<file path="src/rtl/pe_fifo_pkg.sv">
// pe_fifo_pkg: shared element type and pointer/keep helpers for the PE output FIFO
package pe_fifo_pkg;
    localparam int PE_WIDTH = 4;

    typedef logic [PE_WIDTH-1:0] elem_t;

    // Capacity need not be a power of two, so wrap by a single compare/subtract.
    // Callers guarantee ptr < cap and inc < cap.
    function automatic int wrap_add(input int ptr, input int inc, input int cap);
        return (ptr + inc >= cap) ? ptr + inc - cap : ptr + inc;
    endfunction

    function automatic int popcount(input logic [31:0] m);
        int n = 0;
        for (int i = 0; i < 32; i++) n += int'(m[i]);
        return n;
    endfunction
endpackage

</file>
<file path="src/rtl/pe_fifo_ring.sv">
// pe_fifo_ring: element-granular circular buffer with multi-lane write and read windows
module pe_fifo_ring #(
    parameter int WIDTH    = 4,
    parameter int WR_LANES = 2,
    parameter int RD_LANES = 4,
    parameter int CAP      = 8
) (
    input  logic                                   i_clk,
    input  logic                                   i_rst_n,
    input  logic                                   i_wr_en,
    input  logic [$clog2(WR_LANES+1)-1:0]          i_wr_cnt,
    input  logic [WR_LANES-1:0][WIDTH-1:0]         i_wr_dat,
    input  logic                                   i_rd_en,
    input  logic [$clog2(CAP+1)-1:0]               i_rd_cnt,
    output logic [RD_LANES-1:0][WIDTH-1:0]         o_rd_dat
);
    import pe_fifo_pkg::*;

    localparam int PW = $clog2(CAP);

    logic [WIDTH-1:0] r_mem [CAP];
    logic [PW-1:0]    r_wptr;
    logic [PW-1:0]    r_rptr;
    logic [PW-1:0]    w_widx [WR_LANES];

    // Per-lane write slots and the read window starting at the read pointer
    always_comb begin
        for (int i = 0; i < WR_LANES; i++) w_widx[i] = PW'(wrap_add(int'(r_wptr), i, CAP));
        for (int i = 0; i < RD_LANES; i++) o_rd_dat[i] = r_mem[PW'(wrap_add(int'(r_rptr), i, CAP))];
    end

    // Storage is never reset; only lanes below the push count are written
    always_ff @(posedge i_clk) begin
        for (int i = 0; i < WR_LANES; i++)
            if (i_wr_en && i < int'(i_wr_cnt)) r_mem[w_widx[i]] <= i_wr_dat[i];
    end

    // Pointers advance by the number of elements moved, wrapping at CAP
    always_ff @(posedge i_clk) begin
        if (!i_rst_n) begin
            r_wptr <= '0;
            r_rptr <= '0;
        end else begin
            if (i_wr_en) r_wptr <= PW'(wrap_add(int'(r_wptr), int'(i_wr_cnt), CAP));
            if (i_rd_en) r_rptr <= PW'(wrap_add(int'(r_rptr), int'(i_rd_cnt), CAP));
        end
    end
endmodule

</file>
<file path="src/rtl/pe_out_gather_fifo.sv">
// pe_out_gather_fifo: gathers 0..WR_LANES elements per cycle and emits RD_LANES-wide words with flush/keep
module pe_out_gather_fifo #(
    parameter int WIDTH    = 4,
    parameter int WR_LANES = 2,
    parameter int RD_LANES = 4,
    parameter int DEPTH    = 2
) (
    input  logic                                   i_clk,
    input  logic                                   i_rst_n,
    input  logic                                   i_in_vld,
    input  logic [$clog2(WR_LANES+1)-1:0]          i_in_cnt,
    input  logic [WR_LANES-1:0][WIDTH-1:0]         i_in_dat,
    output logic                                   o_in_rdy,
    output logic                                   o_out_vld,
    output logic [RD_LANES-1:0][WIDTH-1:0]         o_out_dat,
    output logic [RD_LANES-1:0]                    o_out_keep,
    input  logic                                   i_out_rdy,
    input  logic                                   i_flush,
    output logic [$clog2(DEPTH*RD_LANES+1)-1:0]    o_lvl,
    output logic                                   o_err_ovf,
    input  logic                                   i_err_clr
);
    import pe_fifo_pkg::*;

    localparam int CAP = DEPTH * RD_LANES;
    localparam int CW  = $clog2(WR_LANES + 1);
    localparam int LW  = $clog2(CAP + 1);

    logic [LW-1:0]                 r_cnt;
    logic                          r_err;
    logic                          w_full;
    logic                          w_part;
    logic                          w_push;
    logic                          w_bad;
    logic                          w_pop;
    logic [LW-1:0]                 w_push_n;
    logic [LW-1:0]                 w_pop_n;
    logic [RD_LANES-1:0]           w_keep;
    logic [RD_LANES-1:0][WIDTH-1:0] w_rd_dat;

    pe_fifo_ring #(
        .WIDTH    (WIDTH),
        .WR_LANES (WR_LANES),
        .RD_LANES (RD_LANES),
        .CAP      (CAP)
    ) u_ring (
        .i_clk    (i_clk),
        .i_rst_n  (i_rst_n),
        .i_wr_en  (w_push),
        .i_wr_cnt (i_in_cnt),
        .i_wr_dat (i_in_dat),
        .i_rd_en  (w_pop),
        .i_rd_cnt (w_pop_n),
        .o_rd_dat (w_rd_dat)
    );

    // Handshakes, keep mask and element counts; readiness looks only at the registered count
    always_comb begin
        o_in_rdy  = r_cnt <= LW'(CAP - WR_LANES);
        w_full    = r_cnt >= LW'(RD_LANES);
        w_part    = i_flush && r_cnt != '0 && !w_full;
        for (int i = 0; i < RD_LANES; i++) begin
            w_keep[i]    = w_full || (w_part && LW'(i) < r_cnt);
            o_out_dat[i] = w_keep[i] ? w_rd_dat[i] : '0;
        end
        o_out_vld  = w_full || w_part;
        o_out_keep = w_keep;
        w_pop      = o_out_vld && i_out_rdy;
        w_pop_n    = w_pop ? LW'(popcount(32'(w_keep))) : '0;
        w_bad      = i_in_vld && (!o_in_rdy || i_in_cnt > CW'(WR_LANES));
        w_push     = i_in_vld && !w_bad && i_in_cnt != '0;
        w_push_n   = w_push ? LW'(i_in_cnt) : '0;
        o_lvl      = r_cnt;
        o_err_ovf  = r_err;
    end

    // Count tracks push minus pop; overflow flag is sticky with set over clear
    always_ff @(posedge i_clk) begin
        if (!i_rst_n) begin
            r_cnt <= '0;
            r_err <= 1'b0;
        end else begin
            r_cnt <= r_cnt + w_push_n - w_pop_n;
            r_err <= w_bad || (r_err && !i_err_clr);
        end
    end
endmodule

</file>
<file path="config.mk">
export PLATFORM = sky130hd
export DESIGN_NAME = pe_out_gather_fifo
export DESIGN_NICKNAME = d
export VERILOG_FILES = /design/src/rtl/pe_fifo_pkg.sv /design/src/rtl/pe_fifo_ring.sv /design/src/rtl/pe_out_gather_fifo.sv
export SDC_FILE = /design/constraint.sdc
export NUM_CORES = 1
export LEC_CHECK = 0
export BUFFER_PORTS_ARGS = -buffer_cell sky130_fd_sc_hd__buf_2
export CAP_MARGIN = 20
export CORE_MARGIN = 5
export CORE_UTILIZATION = 60
export CTS_CLUSTER_DIAMETER = 50
export DETAILED_ROUTE_END_ITERATION = 6
export GPL_ROUTABILITY_DRIVEN = 0
export MAX_ROUTING_LAYER = met4
export PLACE_DENSITY = 0.87
export SLEW_MARGIN = 0
export SYNTH_ARGS = -nofsm -noshare
export SYNTH_HDL_FRONTEND = slang
export SYNTH_SLANG_ARGS = --single-unit
</file>
<file path="constraint.sdc">
create_clock -name i_clk -period 8.11 [get_ports i_clk]
set_input_delay 0.811 -clock i_clk [delete_from_list [all_inputs] [get_ports i_clk]]
set_output_delay 0.811 -clock i_clk [all_outputs]
set_load 0.05 [all_outputs]
</file>
==> out/qor.yml, run 1 <==
status: "finished, final reports clean"
hold_class: "flip-flop to flip-flop"
clk_path_buf_depth: 2
hold_viol_final: 0
die-width_um: 87.0
grt_pass1_vias: 2566
crit_chain: "inv_2, ha_1, xnor2_2, mux4_2, mux2i_1, nor2_1, buf_2"
worstMarginPinSlew_ns: 0.990
cp.required_ns: 7.30
critical-path-top-delay-family: "flip-flops"
post_cts_buffers: 0
synthesis.nets: 322
drive_gt1_share_pct: 31.7
insertion_delay_ns: 0.30
worstReg2RegStart: "o_lvl[3]$_SDFF_PN0_"
syn_area_um2: 3560
synthMuxAreaShare_pct: 33.7
synth_seq_cells: 46
synth_xor_area_share_pct: 2.42
ys_types: 51
max_slew_margin_pct: 33.1
antenna_found_initial: 0
setup_viol: 0
synth.area.top_cells: "edfxtp_1, mux4_2, dfxtp_1, mux2i_1, mux2_4"
path_clk_slew_ns: 0.08
num_vias: 2581
worstRegToRegCells: 14
synth_adder_area_share_pct: 7.03
cap_violations: 0
yosys.area.top_type: "edfxtp_1"
dp.cells: 389
synthTopCellsByCount: "edfxtp_1, mux2i_1, mux4_2, nand2_1"
met2_usage_pct: 39.5
syn2layout_area_growth_pct: 8.78
yosys_warnings: 0
rows: 28
cts.repair.resized: 0
fin_tns_setup_ns: 0
ant_nets: 0
drc: 0
postCtsHoldBufs: 0
fin_skew_ns: 0.00247
synth-main-ff-cell: "edfxtp_1"
peakVddDrop_uv: 231
grtUsageTotal_pct: 24.7
grt_overflow: 0
yosysSeqAreaShare_pct: 34.9
min_from: "o_err_ovf$_SDFF_PN0_"
synth.most_common_cell: "edfxtp_1"
hold_path_depth: 3
cts_buffers: 5
dr.pass1.iters: 5
reg2reg_slack_ns: 4.21
layout.nets: 354
root_buffer: "clkbuf_8"
synth_compound_area_share_pct: 7.66
period_share_pct: 52.2
synth_top_family_by_area: "multiplexers"
io_buffer_count: 42
cp_max_fo: 19
cts-htree-levels: 2
start_kind: "flip-flop"
die_area_um2: 7580
grt_pass1_wl_um: 13800
clkSinkCount: 46
fp.dieH_um: 87.0
synthCells: 289
synthSimpleGateAreaFrac_pct: 9.56
power.leakage_nw: 1.51
use_met1_pct: 30.6
yosys.area.top_type_share_pct: 27.0
coreArea_um2: 5850
rsz0062_at_grt: "no"
busiest_layer: "met2"
grt_max_degree: 20
hold_path_end: "o_err_ovf$_SDFF_PN0_"
cp-end-kind: "output port"
synth_edf_count: 32
cts_tree: "yes"
avgSynthCellArea_um2: 12.3
first_iter_violations: 205
antenna_cells: 0
criticalPathCategory: "flip-flop to output port"
worst_r2r_endpoint: "o_lvl[3]$_SDFF_PN0_"
start_util_pct: 60.9
slew_violations: 0
ios: 43
viasPerCell: 6.50
synth-async-reset-ratio_pct: 0
hpwl_um: 6700
fin_cells: 397
crit_arrival_ns: 3.42
cpPeakStageDelay_ns: 0.98
use_met3_pct: 3.60
fmax_ghz: 0.236
period_needed_ns: 4.23
crit_buf_inv: 2
critPathSlowestCell: "dfxtp_1"
wl_per_cell_um: 21.5
wl_um: 8530
p_per_area_nw_per_um2: 334
==> flip-flops by register name, indices dropped and copies added, names as in the netlist, named ones only <==
register       cells
u_ring.r_wptr      3
o_err_ovf          1
u_ring.r_mem      32
o_lvl              4
u_ring.r_rptr      3
==> worst max-delay path by stage <==
stage                                  start  slack, ns             endpoint  cells after the start
2_1_floorplan            o_lvl[3]$_SDFF_PN0_       3.89  o_lvl[3]$_SDFF_PN0_                     14
3_3_place_gp                         i_flush       4.22  o_lvl[3]$_SDFF_PN0_                     14
3_5_place_dp                         i_flush       4.13  o_lvl[3]$_SDFF_PN0_                     14
4_1_cts        u_ring.r_rptr[0]$_SDFFE_PN0P_       3.91        o_out_dat[13]                      7
5_1_grt        u_ring.r_rptr[0]$_SDFFE_PN0P_       3.69        o_out_dat[13]                      7
6_report       u_ring.r_rptr[0]$_SDFFE_PN0P_       3.88        o_out_dat[13]                      7
==> area by class of cell <==
class,count,area [um^2]
timing repair buffer,43,218
clock inverter,3,45.0
tap,75,93.8
multi-input combinational,210,2150
sequential,46,1240
fill,401,1980
inverter,15,56.3
clock buffer,5,68.8
==> power breakdown <==
group	switching, mW	leakage, nW	internal [mW]
combinational	0.516	1.06	0.281
sequential	0.0513	0.404	0.275
clock	0.0778	0.0504	0.0916
==> metal layers <==
layer | routed length [um] | share of wire, %
met4 | 433 | 5.1
met3 | 555 | 6.5
met5 | 0 | 0
met2 | 4220 | 49
met1 | 3320 | 39
==> tightest hold or removal path, stage by stage (launching register included) <==
cell     delay, ns
dfxtp_1       0.33
nor2b_1       0.13
a21oi_1       0.05
nor2b_1       0.09
==> cells in the final DEF (no fill, tap or decap), types with 6 or more instances in the layout <==
cell	n
and3_1	6
buf_2	42
dfxtp_1	14
edfxtp_1	32
ha_1	12
inv_1	13
mux2_1	16
mux2_4	16
mux2i_1	24
mux4_2	22
nand2_1	20
nand3_1	7
nor2_1	14
nor2b_1	6
==> per-stage QoR <==
step	power (mW)	hold WS [ns]	worst slack, ns	utilization, %	cell area [um^2]
floorplan	0.960	0.584	3.89	-	3560
global placement	1.10	0.603	4.22	64.3	3760
detailed placement	1.13	0.613	4.13	64.3	3760
CTS	1.30	0.631	3.91	66.2	3870
global route	1.38	0.679	3.69	66.2	3870
finish	1.29	0.626	3.88	66.2	3870
==> kinds of logic (layout without fill, tap and decap cells) <==
family / count (synthesis) / after routing
XOR/XNOR: 9 / 9
adder cells (fa/ha/maj): 17 / 17
AO/OA/AOI/OAI: 35 / 35
AND/OR/NAND/NOR: 67 / 67
multiplexers: 82 / 82
flip-flops: 46 / 46
buffers and inverters: 33 / 66
No activity file was read; power rests on OpenSTA's default activity.
==> run 2: changes to the inputs <==
Settings changed: CORE_UTILIZATION 60 to 53, PLACE_DENSITY 0.87 to 0.82.
Clock period 8.11 ns to 3.5 ns, I/O delays scaled along.
==> out/qor.yml, run 2 (same netlist as run 1, synthesis figures left out) <==
path_clk_slew_ns: 0.09
viasPerCell: 6.29
fp.dieH_um: 92.0
grtUsageTotal_pct: 20.5
post_cts_buffers: 0
grt_max_degree: 19
cts_tree: "yes"
hold_class: "primary input to flip-flop"
cts_buffers: 5
drc: 0
drive_gt1_share_pct: 35.8
p_total_mw: 3.11
final_common_cell: "buf_2"
grt_pass1_vias: 2590
cp_max_fo: 5
cts.repair.resized: 0
fin_skew_ns: 0.00888
hpwl_um: 6430
die_area_um2: 8460
rsz0062_at_grt: "no"
first_iter_violations: 127
cp-end-kind: "flip-flop"
worstMarginPinSlew_ns: 0.920
io_buffer_count: 42
fmax_ghz: 0.305
setup_ws_ns: 0.223
wl_um: 8080
crit_chain: "nor2_4, inv_6, nor2_4, clkinvlp_4, fa_1, ha_2, ha_4, nand3_2, fa_1, ha_1, a21o_1, a21oi_2, xnor2_1, and2_1"
max_slew_margin_pct: 37.9
peakVddDrop_uv: 337
grt_overflow: 0
pre_cts_ws_ns: 0.209
die-width_um: 92.0
hold_viol_final: 0
root_buffer: "clkbuf_8"
ant_nets: 0
cap_violations: 0
power.leakage_nw: 1.53
antenna_cells: 0
antenna_found_initial: 0
period_needed_ns: 3.28
postCtsHoldBufs: 0
grt_pass1_wl_um: 13400
layout.nets: 359
dr.pass1.iters: 4
clkSinkCount: 46
largest_reg_flops: 32
start_kind: "flip-flop"
whs_ns: 0.344
rows: 29
coreArea_um2: 6460
num_vias: 2542
start_util_pct: 55.1
cpPeakStageDelay_ns: 0.50
criticalPathCategory: "flip-flop to flip-flop"
p_per_area_nw_per_um2: 785
postLayoutCoreUtil_pct: 61.4
setup_viol: 0
cp.required_ns: 3.70
ios: 43
critPathSlowestCell: "fa_1"
crit_arrival_ns: 3.47
dp.cells: 396
slew_violations: 0
status: "finished, final reports clean"
clk_path_buf_depth: 2
cts-htree-levels: 2
fin_cells: 404
final_cell_mix: "buf_2, edfxtp_1, mux2i_1"
period_share_pct: 93.6
wl_per_cell_um: 20.0
insertion_delay_ns: 0.30
syn2layout_area_growth_pct: 11.4
-- run 2: final timing paths --
| kind | startpoint | end | slack [ns] | depth (start not counted) |
|---|---|---|---|---|
| max reg2reg | o_lvl[2]$_SDFF_PN0_ | o_lvl[3]$_SDFF_PN0_ | 0.22 | 14 |
| min reg2reg | o_err_ovf$_SDFF_PN0_ | o_err_ovf$_SDFF_PN0_ | 0.63 | 3 |
| min | i_in_vld | o_err_ovf$_SDFF_PN0_ | 0.34 | 3 |
| max | o_lvl[2]$_SDFF_PN0_ | o_lvl[3]$_SDFF_PN0_ | 0.22 | 14 |
-- run 2: report_power, final --
| part | total, mW | internal (mW) | switching, mW |
|---|---|---|---|
| combinational | 1.98 | 0.732 | 1.24 |
| sequential | 0.750 | 0.645 | 0.104 |
| clock | 0.387 | 0.214 | 0.173 |
-- run 2: metrics by stage --
stage	TNS, ns	cell area, um^2
global route	0	3970
CTS	0	3970
global placement	0	3860
detailed placement	0	3860
floorplan	-0.165	3620
finish	0	3970
-- run 2: final cells by class --
cell class / count / area, um^2
tap: 77 / 96.3
multi-input combinational: 210 / 2190
clock buffer: 7 / 76.3
sequential: 46 / 1250
clock inverter: 1 / 30.0
timing repair buffer: 48 / 255
inverter: 15 / 65.1
fill: 528 / 2490
-- run 2: layer usage --
layer / up-vias / track usage (%) / wire length (um)
li1: 1168 / - / -
met1: 1269 / 26.2 / 3360
met2: 94 / 34.1 / 4190
met3: 11 / 3.44 / 463
met4: 0 / 4.83 / 74
met5: - / - / 0
-- run 2: critical path: cells and delay by family (launching register included) --
kind / cells / cell delay (ns)
AND/OR/NAND/NOR: 4 / 0.56
flip-flops: 1 / 0.38
adder cells (fa/ha/maj): 5 / 1.70
XOR/XNOR: 1 / 0.06
AO/OA/AOI/OAI: 2 / 0.29
buffers and inverters: 2 / 0.17
